File: src/rtl/spi_cmd_sequencer.sv
// spi_cmd_sequencer: frames UART bytes into {addr,data,opcode}, drives one SPI write/read, returns one response byte.
// Latency: final rx_done at cycle N -> SPI request at N+2; CMD_CHECKSUM_EN adds a 4th frame byte (addr^data^opcode).
// Backpressure: rx has no handshake; bytes arriving while busy are dropped and flagged on the sticky overrun output.
module spi_cmd_sequencer #(
    parameter logic [7:0]  OP_WRITE = 8'hA5,
    parameter logic [7:0]  OP_READ  = 8'hA1,
    parameter logic [7:0]  ACK_BYTE = 8'h06,
    parameter logic [7:0]  NAK_BYTE = 8'h15,
    parameter logic [23:0] BYTE_TMO = 24'd5_000_000,
    parameter logic [23:0] WR_WAIT  = 24'd250_000,
    parameter logic [23:0] RD_TMO   = 24'd1_000_000
) (
    input  logic       Clk,
    input  logic       Reset_n,
    input  logic [7:0] rx_data,
    input  logic       rx_done,
    output logic       spi_write,
    output logic       spi_read,
    output logic [7:0] spi_addr,
    output logic [7:0] spi_data,
    input  logic       spi_rd_done,
    input  logic [7:0] spi_rd_data,
    output logic [7:0] tx_data,
    output logic       tx_send_en,
    input  logic       tx_done,
    output logic       overrun,
    output logic       busy
);

`ifdef CMD_CHECKSUM_EN
    localparam logic [1:0] LAST_IDX = 2'd3;
`else
    localparam logic [1:0] LAST_IDX = 2'd2;
`endif

    typedef enum logic [2:0] {
        ST_IDLE,
        ST_ISSUE,
        ST_WAIT_WR,
        ST_WAIT_RD,
        ST_SEND,
        ST_WAIT_TX
    } state_t;

    state_t      state_q, state_d;
    logic [1:0]  cnt_q, cnt_d;
    logic [23:0] tmr_q, tmr_d;
    logic [7:0]  addr_q, addr_d;
    logic [7:0]  data_q, data_d;
    logic [7:0]  op_q, op_d;
    logic [7:0]  rsp_q, rsp_d;
    logic [7:0]  tx_data_q, tx_data_d;
    logic        spi_write_q, spi_write_d;
    logic        spi_read_q, spi_read_d;
    logic        tx_send_en_q, tx_send_en_d;
    logic        overrun_q, overrun_d;
    logic        chk_ok;

`ifdef CMD_CHECKSUM_EN
    logic [7:0]  chk_q, chk_d;
    assign chk_ok = (chk_q == (addr_q ^ data_q ^ op_q));
`else
    assign chk_ok = 1'b1;
`endif

    always_comb begin
        state_d      = state_q;
        cnt_d        = cnt_q;
        tmr_d        = tmr_q;
        addr_d       = addr_q;
        data_d       = data_q;
        op_d         = op_q;
        rsp_d        = rsp_q;
        tx_data_d    = tx_data_q;
        spi_write_d  = 1'b0;
        spi_read_d   = 1'b0;
        tx_send_en_d = 1'b0;
        overrun_d    = overrun_q;
`ifdef CMD_CHECKSUM_EN
        chk_d        = chk_q;
`endif

        if (rx_done && (state_q != ST_IDLE)) begin
            overrun_d = 1'b1;
        end

        case (state_q)
            ST_IDLE: begin
                // A byte arriving on the expiry cycle wins over the timeout.
                if (rx_done) begin
                    case (cnt_q)
                        2'd0:    addr_d = rx_data;
                        2'd1:    data_d = rx_data;
                        2'd2:    op_d   = rx_data;
`ifdef CMD_CHECKSUM_EN
                        default: chk_d  = rx_data;
`else
                        default: ;
`endif
                    endcase
                    tmr_d = '0;
                    if (cnt_q == LAST_IDX) begin
                        cnt_d     = '0;
                        overrun_d = 1'b0;
                        state_d   = ST_ISSUE;
                    end else begin
                        cnt_d = cnt_q + 2'd1;
                    end
                end else if (cnt_q != 2'd0) begin
                    if (tmr_q == BYTE_TMO - 24'd1) begin
                        cnt_d = '0;
                        tmr_d = '0;
                    end else begin
                        tmr_d = tmr_q + 24'd1;
                    end
                end
            end
            ST_ISSUE: begin
                // The request pulse is registered, so the wait timer starts at 1 to line up with it.
                tmr_d = 24'd1;
                if (chk_ok && (op_q == OP_WRITE)) begin
                    spi_write_d = 1'b1;
                    state_d     = ST_WAIT_WR;
                end else if (chk_ok && (op_q == OP_READ) && (data_q == 8'hFF)) begin
                    spi_read_d = 1'b1;
                    state_d    = ST_WAIT_RD;
                end else begin
                    rsp_d   = NAK_BYTE;
                    state_d = ST_SEND;
                end
            end
            ST_WAIT_WR: begin
                if (tmr_q == WR_WAIT - 24'd1) begin
                    rsp_d   = ACK_BYTE;
                    state_d = ST_SEND;
                end else begin
                    tmr_d = tmr_q + 24'd1;
                end
            end
            ST_WAIT_RD: begin
                if (spi_rd_done) begin
                    rsp_d   = spi_rd_data;
                    state_d = ST_SEND;
                end else if (tmr_q == RD_TMO - 24'd1) begin
                    rsp_d   = NAK_BYTE;
                    state_d = ST_SEND;
                end else begin
                    tmr_d = tmr_q + 24'd1;
                end
            end
            ST_SEND: begin
                tx_send_en_d = 1'b1;
                tx_data_d    = rsp_q;
                tmr_d        = '0;
                state_d      = ST_WAIT_TX;
            end
            ST_WAIT_TX: begin
                if (tx_done) begin
                    state_d = ST_IDLE;
                end
            end
            default: begin
                state_d = ST_IDLE;
            end
        endcase
    end

    always_ff @(posedge Clk or negedge Reset_n) begin
        if (!Reset_n) begin
            state_q      <= ST_IDLE;
            cnt_q        <= '0;
            tmr_q        <= '0;
            addr_q       <= '0;
            data_q       <= '0;
            op_q         <= '0;
            rsp_q        <= '0;
            tx_data_q    <= '0;
            spi_write_q  <= 1'b0;
            spi_read_q   <= 1'b0;
            tx_send_en_q <= 1'b0;
            overrun_q    <= 1'b0;
`ifdef CMD_CHECKSUM_EN
            chk_q        <= '0;
`endif
        end else begin
            state_q      <= state_d;
            cnt_q        <= cnt_d;
            tmr_q        <= tmr_d;
            addr_q       <= addr_d;
            data_q       <= data_d;
            op_q         <= op_d;
            rsp_q        <= rsp_d;
            tx_data_q    <= tx_data_d;
            spi_write_q  <= spi_write_d;
            spi_read_q   <= spi_read_d;
            tx_send_en_q <= tx_send_en_d;
            overrun_q    <= overrun_d;
`ifdef CMD_CHECKSUM_EN
            chk_q        <= chk_d;
`endif
        end
    end

    // addr/data only change while IDLE, so they are stable for the whole SPI transfer.
    assign spi_addr   = addr_q;
    assign spi_data   = data_q;
    assign spi_write  = spi_write_q;
    assign spi_read   = spi_read_q;
    assign tx_data    = tx_data_q;
    assign tx_send_en = tx_send_en_q;
    assign overrun    = overrun_q;
    assign busy       = (state_q != ST_IDLE);

endmodule

File: config.mk
export PLATFORM = sky130hd
export DESIGN_NAME = spi_cmd_sequencer
export DESIGN_NICKNAME = d
export VERILOG_FILES = /design/src/rtl/spi_cmd_sequencer.sv
export SDC_FILE = /design/constraint.sdc
export NUM_CORES = 1
export LEC_CHECK = 0
export CAP_MARGIN = 30
export CORE_MARGIN = 4
export CORE_UTILIZATION = 55
export CTS_BUF_LIST = sky130_fd_sc_hd__clkbuf_8
export DETAILED_ROUTE_END_ITERATION = 10
export PLACE_DENSITY_LB_ADDON = 0.2
export SKIP_CTS_REPAIR_TIMING = 1
export SLEW_MARGIN = 20
export SYNTH_ARGS = -nofsm -noshare
export SYNTH_HDL_FRONTEND = slang
export SYNTH_SLANG_ARGS = --single-unit
File: constraint.sdc
create_clock -name Clk -period 4.2 [get_ports Clk]
set_input_delay 0.42 -clock Clk [delete_from_list [all_inputs] [get_ports Clk]]
set_output_delay 0.42 -clock Clk [all_outputs]
set_load 0.05 [all_outputs]
======== Word level (Yosys, flattened, before mapping) ========
Index checks and enable logic that the tools add are counted.
word-level totals
  register bits after elaboration ......... 73
  output and inout port bits .............. 29
  word-level logic and storage cells ...... 91
  bits of input ports ..................... 21
cells by class
  add/subtract/negate cells ............... 2
  reduce and logical (&&, ||, !) cells .... 17
  equal/unequal tests ..................... 24
  muxes and demuxes ....................... 36
operators with widths
  operator               number
  $mux 24                6
  $pmux 24 s5            1
  $mux 8                 5
  $add 24x1->24 const B  1
  $eq 24x18->1 const B   1
  $eq 24x20->1 const B   1
  $eq 24x23->1 const B   1
  $eq 8x8->1 const B     3
  $mux 3                 8
  $pmux 8 s3             1
  $ne 2x2->1 const B     9
  $pmux 3 s6             1
  $reduce_and 5->1       3
  $reduce_and 3->1       4
  $mux 1                 10
  $mux 2                 4
  $eq 3x2->1 const B     2
  $eq 3x3->1 const B     2
  $ne 3x3->1 const B     2
  $reduce_bool 2->1      3
  $reduce_bool 3->1      2
  $reduce_bool 5->1      1
  $eq 3x1->1 const B     1
  $logic_not 3->1        1
  other kinds (5)        6

======== Depth between registers and ports, before layout ========
Gate-level depths: netlist (run 1).
  word-level depth ........................ 6
  gate-level depth with buffers ........... 8

======== Worst setup path after synthesis (run 1) ========
OpenSTA, ideal clock, no wires.
  path type ............................... reg2reg
  start ................................... register tmr_q[20]
  end ..................................... register rsp_q[0]
  data required time ...................... 4.075 ns
  setup time .............................. 0.125 ns
  data arrival time ....................... 2.326 ns
  path slack .............................. 1.749 ns
  cell stages (with the launch flop) ...... 8
  cells stage by stage .................... dfrtp_1 > or4_4 > nor3_4 > and3b_1 > a31oi_1 > or4_1 > buf_6 > mux2_4
between the ends
  word-level cells in the longest chain between the ends .. 3
  elaborated cells between the ends (all ways) .. 5
  classes of those cells .................. 4 x eq/ne; 1 x reduce/logical
ends and longest elaborated chain
  what                                                              line      source
  start, declared                                                   47        logic [23:0] tmr_q, tmr_d;
  start signal, assigned                                            188       tmr_q <= tmr_d;
  $eq 24x20->1 / $eq 24x18->1 (equally long branches)               144, 133
  $ne 3x3->1 (no source line) / $ne 2x2->1 (equally long branches)  n/a
  $reduce_and 5->1 (no source line) *                               n/a
  end signal, assigned                                              192       rsp_q <= rsp_d;
  end, declared                                                     51        logic [7:0] rsp_q, rsp_d;
Mark *: on every way between the ends. The rest lies on a longest branch, timed or not.
A chain may end at the register's enable or synchronous reset.

======== Final worst setup path (run 1) ========
  start ................................... register tmr_q[15]
  end ..................................... register tmr_q[8]
between the ends
  word-level cells in the longest chain between the ends .. 5
  elaborated cells between the ends (all ways) .. 10
  classes of those cells .................. 5 x eq/ne; 4 x mux; 1 x reduce/logical
ends and longest elaborated chain
  what          line  source
  $eq 24x23->1  110   if (tmr_q == BYTE_TMO - 24'd1) begin
  $mux 24       110
  $mux 24       109   end else if (cnt_q != 2'd0) begin
  $mux 24       90    if (rx_done) begin
  $pmux 24 s5   87    case (state_q)
Parallel ways exist; a longest one is shown, timed or not. The select of a mux whose other input is x is not followed.

==> results.txt, run 1 <==
- The run finished with clean final reports.
- Starting density of the core: 0.566
- HPWL after DPL: between 5 and 6 mm
* Slew headroom: 0.388
- Global-route wire length before repair: 13.8 mm
* Detailed router's first-iteration violation count: 198
* Worst-path fanout max: 17
- Cell count after synthesis: roughly 330
- The slowest stage of the critical path is the sky130_fd_sc_hd__or4b_1 cell.
- Clock skew on the completed layout was measured at 0.0104 ns.
* Final-stage net count: 396
* Setup Crit Path Kind: reg -> reg
* Number of synthesis warnings: 0
- 1st-pass router iterations: 6
- The final route contains 2816 vias.
* Clock net sink count: 73
* Number of synthesized flops with an enable pin: 0
* Critical path data required time: between 4 and 5 ns
- Detailed-route wire length per cell: 17.4 µm
- Worst vdd ir: about 0.57 mV
- The setup check on the worst reg-to-reg path leaves a slack of roughly 1.1 ns.
- Worst setup EP type: flip-flop
- In this run the vertical extent of the chip is 88.6 µm.
- The area growth from synthesis to layout is 20.4%.
- The tree is rooted in a sky130_fd_sc_hd__clkbuf_8.
- The compound-gate portion of the synthesized area was 0.150.
* Post-detailed-route via-to-cell ratio: 6.18
- Across every metal layer, demand over resource in global routing totals 0.229.
* Remaining antenna violation count: 0
- Entering global routing, the biggest net connects about 40 pins.
- Counting the fill cells in the layout gives 487.
- Dominant combinational cell family by area after synthesis: simple AND/OR/NAND/NOR gates
- At the end of the flow the core is filled with cells to 0.682.
* Average cell area after synthesis: 11.0 µm²
- Arrival time at the worst endpoint: approximately 3.3 ns
* Portion of the post-synthesis area used by sequential elements: 0.511
- In this run, synthesis produced a sequential element count of 73.
* Synth Flop Type: sky130_fd_sc_hd__dfrtp_1
- Post-placement cell count: 440
- In this run the horizontal extent of the chip is between 80 and 90 µm.
* Setup-violating endpoint count in the final report: 0
- The tool flagged a number of max-cap violations equal to 0.
- Of the total synthesized cell area, the portion taken by full adders, half adders and majority gates is 0.00630.
* Wire length reported by the detailed router: 7.93 mm
* Num rows: 29
* Area fraction of the dominant cell type after synthesis: 0.511
- Buffering stage count on the worst path with inverters included: 1
* Shortest clock period the worst path allows after layout: 3.09 ns
- Fraction of final layout cells with drive strength greater than 1: 0.158
* Asr flop ratio synth: 1.00
* CP max stage delay: approximately 0.59 ns
- The kind of cell with the highest combined delay along the critical path is simple AND/OR/NAND/NOR gates.
* Area of placed instances: 4110 µm²
- Number of diodes added for antenna fixing: 0
- The number of antenna violations at the first check in global routing is 0.
- For this run the aggregate overflow at the end of global routing stands at 0.
- Cells taking the most area after synthesis: sky130_fd_sc_hd__dfrtp_1 51%, sky130_fd_sc_hd__mux2_2 10%, sky130_fd_sc_hd__a22o_1 4.4%, sky130_fd_sc_hd__a21o_1 2.5%, sky130_fd_sc_hd__nand2_1 2.5%
- Final RePlAce weighted congestion: 0.962
* Hold crit path type: in -> async
- Max frequency: 324 MHz
- Measured against the total synthesized area, the mux share comes to 0.113.
- Count of buffers inserted at the top-level ports: 49
* Final period util: 0.735
* Total CTS buffers: 9
- The signal on the critical path passes through or4b_1 > nor4_2 > a32oi_1 > o21ai_2 > buf_4 > nand2b_1 > o21ai_0.
- Fin. Hold Viols: 0
* Number of H-tree levels: 3
- After routing the design area is 4300 µm².
* Clock slew at the register clock pins of the worst setup and hold paths: 0.08 ns
* Area of the die: 7850 µm²
* Netlist cell types: about 50
* Unrepaired setup endpoints after global routing: no
* Synthesized-area fraction occupied by xor and xnor cells: 0.00245
* CTS tree: yes
* Reported leakage power: 1.89 nW
- DRC violation count after routing: 0
* Skew-Pair Late Insertion Delay: 0.35 ns
- No sink is reached through more buffers than the 2 on the longest clock path.
* IO Count: 50
- At the pin with the least slew margin, the transition time is 0.916 ns.
- Number of standard cells in the layout, taps in and fillers out: 456
- The cell area that synthesis handed to floorplanning was 3570 µm².
* Count of final max-slew check failures: 0
* Number of global-route vias before repair: 2820
- Of the total synthesized cell area, the portion taken by AND, OR, NAND and NOR gates is 0.186.
* CP Launch Type: flip-flop
- Power density normalized to cell area: 614 nW/µm²
- Counting every net in the synthesized netlist gives 347.
- Final-layout setup total negative slack: 0 ns
- After floorplanning, the core was sized to cover 6310 µm².
* Area leader, netlist: sky130_fd_sc_hd__dfrtp_1
## cell usage in the layout (no fill, tap or decap), types with 4 or more instances in the layout
master and instances:
sky130_fd_sc_hd__nor4_1 6, sky130_fd_sc_hd__a22o_1 18, sky130_fd_sc_hd__clkdlybuf4s50_1 48, sky130_fd_sc_hd__a22oi_1 5, sky130_fd_sc_hd__clkinvlp_4 4, sky130_fd_sc_hd__clkbuf_8 9
sky130_fd_sc_hd__a21oi_1 7, sky130_fd_sc_hd__a21o_1 12, sky130_fd_sc_hd__nand2_1 24, sky130_fd_sc_hd__dfrtp_1 73, sky130_fd_sc_hd__mux2_2 32, sky130_fd_sc_hd__and3_1 8
sky130_fd_sc_hd__o41ai_1 4, sky130_fd_sc_hd__nand2b_1 5, sky130_fd_sc_hd__nor2_1 20, sky130_fd_sc_hd__nor2b_1 8, sky130_fd_sc_hd__o21ai_0 5, sky130_fd_sc_hd__nand4_1 8
sky130_fd_sc_hd__and2_1 6, sky130_fd_sc_hd__nand3_1 15, sky130_fd_sc_hd__or4_1 4, sky130_fd_sc_hd__inv_1 11
## stage by stage
| step | setup slack (ns) | power [mW] | hold WS [ns] |
|---|---|---|---|
| floorplan | 1.75 | 1.78 | 0.124 |
| global placement | 1.27 | 2.08 | 0.477 |
| detailed placement | 1.18 | 2.11 | 0.476 |
| CTS | 1.15 | 2.66 | 0.139 |
| global route | 0.897 | 2.78 | 0.184 |
| finish | 1.11 | 2.64 | 0.130 |
## cell families after synthesis
family	Yosys count
AOI/OAI and AO/OA	71
muxes	35
xor gates and xnor gates	1
and+or+nand+nor	119
DFF	73
adders and majority gates	2
buffers and inverters	24
## metal layers
layer	routed length (µm)	global-route usage	vias up
met5	0	0	-
met4	150	0.0948	0
met3	467	0.0419	15
met2	3680	0.358	103
met1	3630	0.316	1381
li1	-	-	1317
## power by group
group | total (mW) | internal [mW] | switching [mW]
Sequential | 0.976 | 0.852 | 0.125
Combinational | 1.12 | 0.433 | 0.689
Clock | 0.545 | 0.273 | 0.272
Total | 2.64 | 1.56 | 1.09
## worst reg2reg max path: stages, from the launching register on
cell and delay (ns):
sky130_fd_sc_hd__dfrtp_1 0.47, sky130_fd_sc_hd__or4b_1 0.59, sky130_fd_sc_hd__nor4_2 0.41, sky130_fd_sc_hd__a32oi_1 0.18
sky130_fd_sc_hd__o21ai_2 0.41, sky130_fd_sc_hd__buf_4 0.32, sky130_fd_sc_hd__nand2b_1 0.41, sky130_fd_sc_hd__o21ai_0 0.17
## area by class of cell
type	count	area [µm²]	area share
timing repair buffer	52	508	0.118
clock inverter	7	72.6	0.0169
sequential	73	1830	0.425
multi-input combinational	228	1640	0.381
clock buffer	9	124	0.0288
tap	77	96.3	0.0224
inverter	10	37.5	0.00872
## path summary, 6_finish.rpt
path | startpoint | to | cells after the start
setup / recovery | tmr_q[15] | tmr_q[8] | 7
hold / removal | Reset_n | tx_data[2] | 1
setup reg to reg | tmr_q[15] | tmr_q[8] | 7
hold reg to reg | op_q[2] | spi_read | 1
max in group asynchronous | Reset_n | overrun | 2
min in group Clk | op_q[2] | spi_read | 1
## synth_stat cells (2+ instances only)
cell type / number
sky130_fd_sc_hd__nand4_1: 8
sky130_fd_sc_hd__mux2_4: 3
sky130_fd_sc_hd__nor4_1: 6
sky130_fd_sc_hd__a31oi_1: 2
sky130_fd_sc_hd__o21ai_0: 5
sky130_fd_sc_hd__o41ai_1: 4
sky130_fd_sc_hd__nand3_1: 15
sky130_fd_sc_hd__nor2b_1: 8
sky130_fd_sc_hd__and2_1: 6
sky130_fd_sc_hd__and4b_1: 2
sky130_fd_sc_hd__o21a_1: 3
sky130_fd_sc_hd__a22oi_1: 5
sky130_fd_sc_hd__mux2_2: 32
sky130_fd_sc_hd__inv_1: 10
sky130_fd_sc_hd__and3_1: 8
sky130_fd_sc_hd__nand2_1: 24
sky130_fd_sc_hd__or4b_1: 2
sky130_fd_sc_hd__a21oi_1: 7
sky130_fd_sc_hd__a21o_1: 12
sky130_fd_sc_hd__dfrtp_1: 73
sky130_fd_sc_hd__clkbuf_1: 4
sky130_fd_sc_hd__or4_1: 4
sky130_fd_sc_hd__nor3_1: 3
sky130_fd_sc_hd__buf_2: 9
sky130_fd_sc_hd__nor2_1: 20
sky130_fd_sc_hd__nand2b_1: 5
sky130_fd_sc_hd__o22ai_1: 3
sky130_fd_sc_hd__o311ai_1: 2
sky130_fd_sc_hd__a22o_1: 18
## sequential cells by signal (all words and copies together) (netlist names)
register and cells:
op_q 8, tmr_q 24, tx_data 8, tx_send_en 1, spi_read 1, spi_data 8, cnt_q 2, spi_write 1
state_q 3, overrun 1, rsp_q 8, spi_addr 8
Power figures use the tool's default switching activity.
==> run 2, diff against run 1 <==
--- a/config.mk
+++ b/config.mk
@@ -7,7 +7,7 @@
 export LEC_CHECK = 0
 export CAP_MARGIN = 30
 export CORE_MARGIN = 4
-export CORE_UTILIZATION = 55
+export CORE_UTILIZATION = 51
 export CTS_BUF_LIST = sky130_fd_sc_hd__clkbuf_8
 export DETAILED_ROUTE_END_ITERATION = 10
 export PLACE_DENSITY_LB_ADDON = 0.2
==> constraint.sdc (replaced) <==
create_clock -name Clk -period 2.5 [get_ports Clk]
set_input_delay 0.25 -clock Clk [delete_from_list [all_inputs] [get_ports Clk]]
set_output_delay 0.25 -clock Clk [all_outputs]
set_load 0.05 [all_outputs]
==> run 2 against run 1 <==
- the flow now finishes with violations (setup timing)
- sequential power grew 63%
- fmax increased by 22%
- critical path depth stayed put
- count of clock-buffer cells in the layout stayed put
- critical endpoint is now rsp_q[1]
- highest routed layer unchanged
==> results.txt, run 2 (synthesis gave the netlist of run 1 again) <==
- The flow ran to the end, but the final reports show violations.
- Failing checks: setup timing
- 1st-pass router iterations: 4 (-2)
* Fraction of final layout cells with drive strength greater than 1: 0.238 (+0.0796)
* Clock slew at the register clock pins of the worst setup and hold paths: 0.08 ns (about the same)
- Flip-flop count of the largest register, all copies and words added: 24 (unchanged)
- The switching power as a share of total power was 0.403 (-0.00799).
* Dpl ws: -0.0154 ns (-1.20 ns)
- Unrepaired setup endpoints after global routing: yes
- CTS tree: yes
- The number of port buffers was 49 (unchanged).
* Most Used Layer, Global Route: met2
- The number of nets in the layout is 430 (+8.6%).
- Vias post-DR: 2859 (+1.5%)
- Final RePlAce weighted congestion: 0.882 (-8.3%)
- Initial antenna violation count: 0 (unchanged)
- Num rows: 30 (+3.4%)
- Power density normalized to cell area: 988 nW/µm² (+61%)
- The maximum level of the CTS H-tree came to 3 (unchanged).
- STA classifies the critical path endpoint as a flip-flop.
- Max-cap viol count: 0 (unchanged)
- The overall global routing resource usage was 0.213 (-0.0161).
- The post-route fraction of the period consumed by the critical path was 1.01 (+0.275).
- Met2 usage: 0.315 (-0.0430)
- Final-layout setup total negative slack: -0.0403 ns (-0.0403 ns)
- Remaining antenna violation count: 0 (unchanged)
- Count of final max-slew check failures: 0 (unchanged)
- The fraction of met3 tracks used by global routing came to 0.0517 (+0.00978).
- In this design, the largest share of critical-path delay is due to simple AND/OR/NAND/NOR gates.
* IO Count: 50 (unchanged)
- HPWL after DPL: 5.99 mm (+4.9%)
* Met1 track demand over resource in global routing: 0.304 (-0.0123)
* Cell with the most instances on the worst path: sky130_fd_sc_hd__or4_4
- The required time at the worst-slack endpoint is 2.74 ns (-1.67 ns).
- Largest reg by FF count: tmr_q
- The clock tree skew after final layout is 0.00704 ns (-0.00338 ns).
- The total leakage power is 2.10 nW (+11%).
* Most common library cell in the layout ignoring fill and taps: sky130_fd_sc_hd__dfrtp_1
- On the critical path, the stage with the largest delay is an instance of sky130_fd_sc_hd__or4_4.
* Die extent in y: 91.7 µm (+3.5%)
- The worst-case vdd ir drop came to 0.957 mV (+68%).
- The count of final setup violators came to 3 (+3).
* Total CTS buffers: 9 (unchanged)
- The number of hold violations in the final report is 0 (unchanged).
- Slew headroom: 0.565 (+0.177)
* Wire length reported by the detailed router: 8.33 mm (+5.0%)
* Core region area: 6790 µm² (+7.6%)
- The DRC violations left came to 0 (unchanged).
* Post-detailed-route via-to-cell ratio: 5.63 (-8.9%)
- Sequential Power Share: 0.348 (-0.021)
* Maximum number of pins on one net before global-route repair: 47 (+15%)
* Area of the die: 8410 µm² (+7.1%)
- Max frequency: 396 MHz (+22%)
- The effective utilization at floorplan is 0.526 (-0.0400).
* CP max stage delay: 0.54 ns (-0.05 ns)
* Internal power component: 2.73 mW (+76%)
- The final antenna diode count is 0 (unchanged).
- The worst setup margin came to -0.0235 ns (-1.14 ns).
* Setup Crit Path Kind: reg -> reg
- Net switching power: 1.84 mW (+70%)
- Slew of the pin with the lowest slew margin: 0.653 ns (-0.263 ns)
- Shortest clock period the worst path allows after layout: 2.52 ns (-0.562 ns)
- The number of global-route vias before repair came to 2841 (+0.74%).
- Area grow syn2layout: 29.7%
* Comb power frac: 0.456 (+0.032)
- Die width: 91.7 µm (+3.5%)
* Worst-path fanout max: 5 (-12)
- The routed length per instance was 16.4 µm (-5.7%).
- The critical path buffer and inverter count is 1 (unchanged).
* Arrival time at the worst endpoint: 2.76 ns (-0.53 ns)
- In the layout the commonest cells are 73 x sky130_fd_sc_hd__dfrtp_1, 48 x sky130_fd_sc_hd__clkdlybuf4s50_1, 32 x sky130_fd_sc_hd__mux2_2, 31 x sky130_fd_sc_hd__buf_4, 24 x sky130_fd_sc_hd__nand2_1.
* Global-route wire length before repair: 14.2 mm (+2.9%)
- Clk Tree Root Cell: sky130_fd_sc_hd__clkbuf_8
- CP Launch Type: flip-flop
* Clock Path Buffers: 2 (unchanged)
* Clock net sink count: 73 (unchanged)
- Ordered cell list for the critical path: or4_4 > nor3_4 > and3b_2 > a31oi_1 > or4_4 > buf_6 > mux2_4
* Hold crit path type: in -> async
* Detailed router's first-iteration violation count: 211 (+6.6%)
- Skew-Pair Late Insertion Delay: 0.35 ns (about the same)
* Global route total overflow: 0 (unchanged)
- Clock Power Share: 0.196 (-0.010)
==> run 2: path summary, 6_finish.rpt <==
| path | end | startpoint | slack [ns] | cells past startpoint |
|---|---|---|---|---|
| worst max-delay path | rsp_q[1] | tmr_q[13] | -0.02 | 7 |
| worst min-delay path | tx_send_en | Reset_n | 0.45 | 2 |
| worst max register to register | rsp_q[1] | tmr_q[13] | -0.02 | 7 |
| worst min register to register | spi_read | op_q[2] | 0.50 | 1 |
| max in group asynchronous | tmr_q[17] | Reset_n | 1.37 | 3 |
| min in group Clk | rsp_q[2] | spi_rd_data[2] | 0.48 | 3 |
==> run 2: layer usage <==
layer / share of wire / vias to the layer above / routed length [µm]
li1: - / 1387 / -
met1: 0.48 / 1375 / 4000
met2: 0.45 / 84 / 3760
met3: 0.054 / 13 / 447
met4: 0.015 / 0 / 127
met5: 0 / - / 0
==> run 2: metrics by stage <==
stage / instance area (µm²) / utilization / power [mW] / cells / hold WS [ns]
final: 4630 / 0.682 / 4.58 / 508 / 0.454
after global routing: 4630 / 0.682 / 4.83 / 508 / 0.465
after CTS: 4560 / 0.671 / 4.56 / 503 / -0.0812
after detailed placement: 4370 / 0.644 / 3.65 / 488 / 0.310
after global placement: 4370 / 0.644 / 3.61 / 488 / 0.308
after floorplan: 3570 / - / 2.98 / 325 / -0.0456
==> run 2: cell type report <==
class,instances,area [µm²]
well taps,96,120
repair buffers,86,796
flip-flops and latches,73,1830
multi-input cells,228,1670
fillers,529,2160
clock buffers,9,124
clock inverters,6,61.3
inverters,10,37.5
==> run 2: power groups by stage <==
stage | combinational (mW) | sequential, mW | clock, mW
2_1_floorplan | 0.899 | 2.08 | 0
3_3_place_gp | 2.01 | 1.60 | 0
3_5_place_dp | 2.04 | 1.61 | 0
4_1_cts | 2.05 | 1.59 | 0.918
5_1_grt | 2.22 | 1.64 | 0.973
6_report | 2.09 | 1.59 | 0.898
==> run 3, diff against run 2 <==
--- a/config.mk
+++ b/config.mk
@@ -7,8 +7,8 @@
 export LEC_CHECK = 0
 export CAP_MARGIN = 30
 export CORE_MARGIN = 4
-export CORE_UTILIZATION = 51
-export CTS_BUF_LIST = sky130_fd_sc_hd__clkbuf_8
+export CORE_UTILIZATION = 49
+export CTS_BUF_LIST = sky130_fd_sc_hd__clkbuf_16
 export DETAILED_ROUTE_END_ITERATION = 10
 export PLACE_DENSITY_LB_ADDON = 0.2
 export SKIP_CTS_REPAIR_TIMING = 1
@@ -16,3 +16,4 @@
 export SYNTH_ARGS = -nofsm -noshare
 export SYNTH_HDL_FRONTEND = slang
 export SYNTH_SLANG_ARGS = --single-unit
+export TNS_END_PERCENT = 5
==> run 3 against run 2 <==
- the run now ends clean
- worst setup slack improved by 0.065 ns
- power increased by 7.5%
- critical path depth unchanged
- clock skew about the same
- worst hold slack got worse by 0.063 ns
- critical path type unchanged
- global-route usage decreased by 1.0 points
- non-clock buffer count increased by 1
- flip-flop and latch count unchanged
- die area increased by 3.7%
==> results.txt, run 3 (synthesis gave the netlist of run 1 again) <==
- Run status: complete, no violations
- IO Count: 50 (unchanged)
* Final setup margin: 0.0420 ns (+0.0654 ns)
* Clock Skews: 0.00707 ns (+0.0000299 ns)
* Wire length reported by the detailed router: 8.37 mm (+0.50%)
- The maximum level of the CTS H-tree was 3 (unchanged).
- The wire length of the first global-routing pass is 13.9 mm (-1.7%).
* Area of the die: 8720 µm² (+3.7%)
- Power density normalized to cell area: 1050 nW/µm² (+5.8%)
- The number of pins exceeding their max-slew limit in the final report came to 0 (unchanged).
* Worst-path fanout max: 5 (unchanged)
- The placed wire-length estimate after detailed placement came to 5.95 mm (-0.80%).
- The minimum clock period after layout was 2.46 ns (-0.0654 ns).
* Die width: 93.4 µm (+1.8%)
* Filler Cell Count: 529 (unchanged)
- The highest achievable clock rate was 407 MHz (+2.7%).
* Worst vdd ir: 0.904 mV (-5.5%)
- Reg-to-reg slack, setup: 0.04 ns (+0.07 ns)
- Global route total overflow: 0 (unchanged)
- The DRC violations left was 0 (unchanged).
- The count of clock tree sinks came to 73 (unchanged).
- The number of antenna violations at the first check in global routing came to 0 (unchanged).
* Die extent in y: 93.4 µm (+1.8%)
- Fin. Hold Viols: 0 (unchanged)
* Fraction of final layout cells with drive strength greater than 1: 0.232 (-0.00598)
- Count of buffers inserted at the top-level ports: 49 (unchanged)
* Most common library cell in the layout ignoring fill and taps: sky130_fd_sc_hd__dfrtp_1
- Total routing resource utilization after global routing: 0.203 (-0.0104)
- The data arrival time of the worst path is 2.67 ns (-0.09 ns).
- The DRC marker count from the first detailed-route iteration is 149 (-29%).
- Number of standard cells in the layout, taps in and fillers out: 510 (+0.39%)
- The total via count in the routed design came to 2889 (+1.0%).
* Reported leakage power: 2.14 nW (+2.2%)
* Remaining antenna violation count: 0 (unchanged)
* Clock Path Buffers: 2 (unchanged)
- The post-route fraction of the period consumed by the critical path came to 0.983 (-0.0262).
* Maximum number of pins on one net before global-route repair: 29 (-38%)
- The number of instances in the placed design is 489 (+0.20%).
- The worst setup path is captured at a flip-flop.
- The placer congestion estimate came to 0.858 (-2.7%).
- Hold crit path type: in -> async
- Clock tree synthesis selected as its root buffer the cell sky130_fd_sc_hd__clkbuf_16.
* Post-detailed-route via-to-cell ratio: 5.66 (+0.65%)
* Number of diodes added for antenna fixing: 0 (unchanged)
* Critical path data required time: 2.71 ns (-0.03 ns)
- Largest reg by FF count: tmr_q
- The setup path with the least slack is of type reg -> reg.
- The transition time at the pin with the least slew margin is 0.532 ns (-0.121 ns).
- Clock slew at the register clock pins of the worst setup and hold paths: 0.06 ns (-0.02 ns)
- Slew headroom: 0.642 (+0.0776)
- Setup repair after global routing could not meet its margin everywhere.
* Number of global-route vias before repair: 2850 (+0.32%)
* Skew-Pair Late Insertion Delay: 0.33 ns (-0.02 ns)
- Detailed-route wire length per cell: 16.4 µm (+0.11%)
- Dpl ws: -0.0249 ns (-0.00951 ns)
- CP Launch Type: flip-flop
* Final-layout setup total negative slack: 0 ns (+0.0403 ns)
- The number of optimization iterations in the first detailed-route pass is 5 (+1).
* Num rows: 30 (unchanged)
- Flip-flop count of the largest register, all copies and words added: 24 (unchanged)
- The count of final setup violators is 0 (-3).
- TritonCTS built the clock tree.
- Total CTS buffers: 9 (unchanged)
* Area grow syn2layout: 31.7%
- The effective utilization at floorplan is 0.515 (-0.0114).
- The top cell types in the final layout, fill and taps aside, are 73 x sky130_fd_sc_hd__dfrtp_1, 48 x sky130_fd_sc_hd__clkdlybuf4s50_1, 35 x sky130_fd_sc_hd__buf_4, 32 x sky130_fd_sc_hd__mux2_2, 24 x sky130_fd_sc_hd__nand2_1.
- The max-capacitance violation count is 0 (unchanged).
- Core region area: 6940 µm² (+2.2%)
* Final-stage net count: 431 (+0.23%)
[run 3: cell count changes in the layout (fill, tap and decap cells not counted), sizes merged]
cell,change
clkinvlp,-1
inv,+1
buf,+1
clkinv,+1
[run 3: where the power goes]
group / leakage (nW) / internal [mW] / switching (mW)
clock: 0.143 / 0.772 / 0.505
combinational: 1.06 / 0.820 / 1.23
sequential: 0.936 / 1.43 / 0.162
[run 3: path summary, 6_finish.rpt]
path	from	depth (start not counted)	to
setup reg to reg	tmr_q[6]	7	rsp_q[1]
max in group asynchronous	Reset_n	3	tmr_q[3]
min in group Clk	op_q[5]	1	op_q[5]
hold / removal	Reset_n	2	spi_data[6]
hold reg to reg	op_q[5]	1	op_q[5]
setup / recovery	tmr_q[6]	7	rsp_q[1]
[run 3: metal layers]
| metal | share of wire | track usage |
|---|---|---|
| met1 | 0.47 | 0.281 |
| met2 | 0.47 | 0.314 |
| met3 | 0.056 | 0.0515 |
| met4 | 0.0085 | 0.0574 |
| met5 | 0 | 0 |
[run 3: worst max-delay path: stages (launching register included)]
cell and delay, ns:
sky130_fd_sc_hd__dfrtp_1 0.38, sky130_fd_sc_hd__or4_4 0.56, sky130_fd_sc_hd__nor3_4 0.14, sky130_fd_sc_hd__and3b_2 0.23
sky130_fd_sc_hd__a31oi_1 0.08, sky130_fd_sc_hd__or4_4 0.51, sky130_fd_sc_hd__buf_6 0.15, sky130_fd_sc_hd__mux2_4 0.29
[run 3: area by class of cell]
type,instances,area [µm²],share of cell area
repair buffers,87,774,0.165
multi-input cells,228,1650,0.351
well taps,96,120,0.0255
clock inverters,7,71.3,0.0152
flip-flops and latches,73,1830,0.388
inverters,10,37.5,0.00797
clock buffers,9,225,0.0478
[run 3: stage by stage]
step	cell area, µm²	hold WS [ns]	utilization	power, mW
after floorplan	3570	-0.0456	-	2.98
after global placement	4350	0.216	0.626	3.59
after detailed placement	4360	0.222	0.627	3.64
after CTS	4650	-0.133	0.670	4.93
final	4710	0.391	0.678	4.92
after global routing	4710	0.438	0.678	5.16
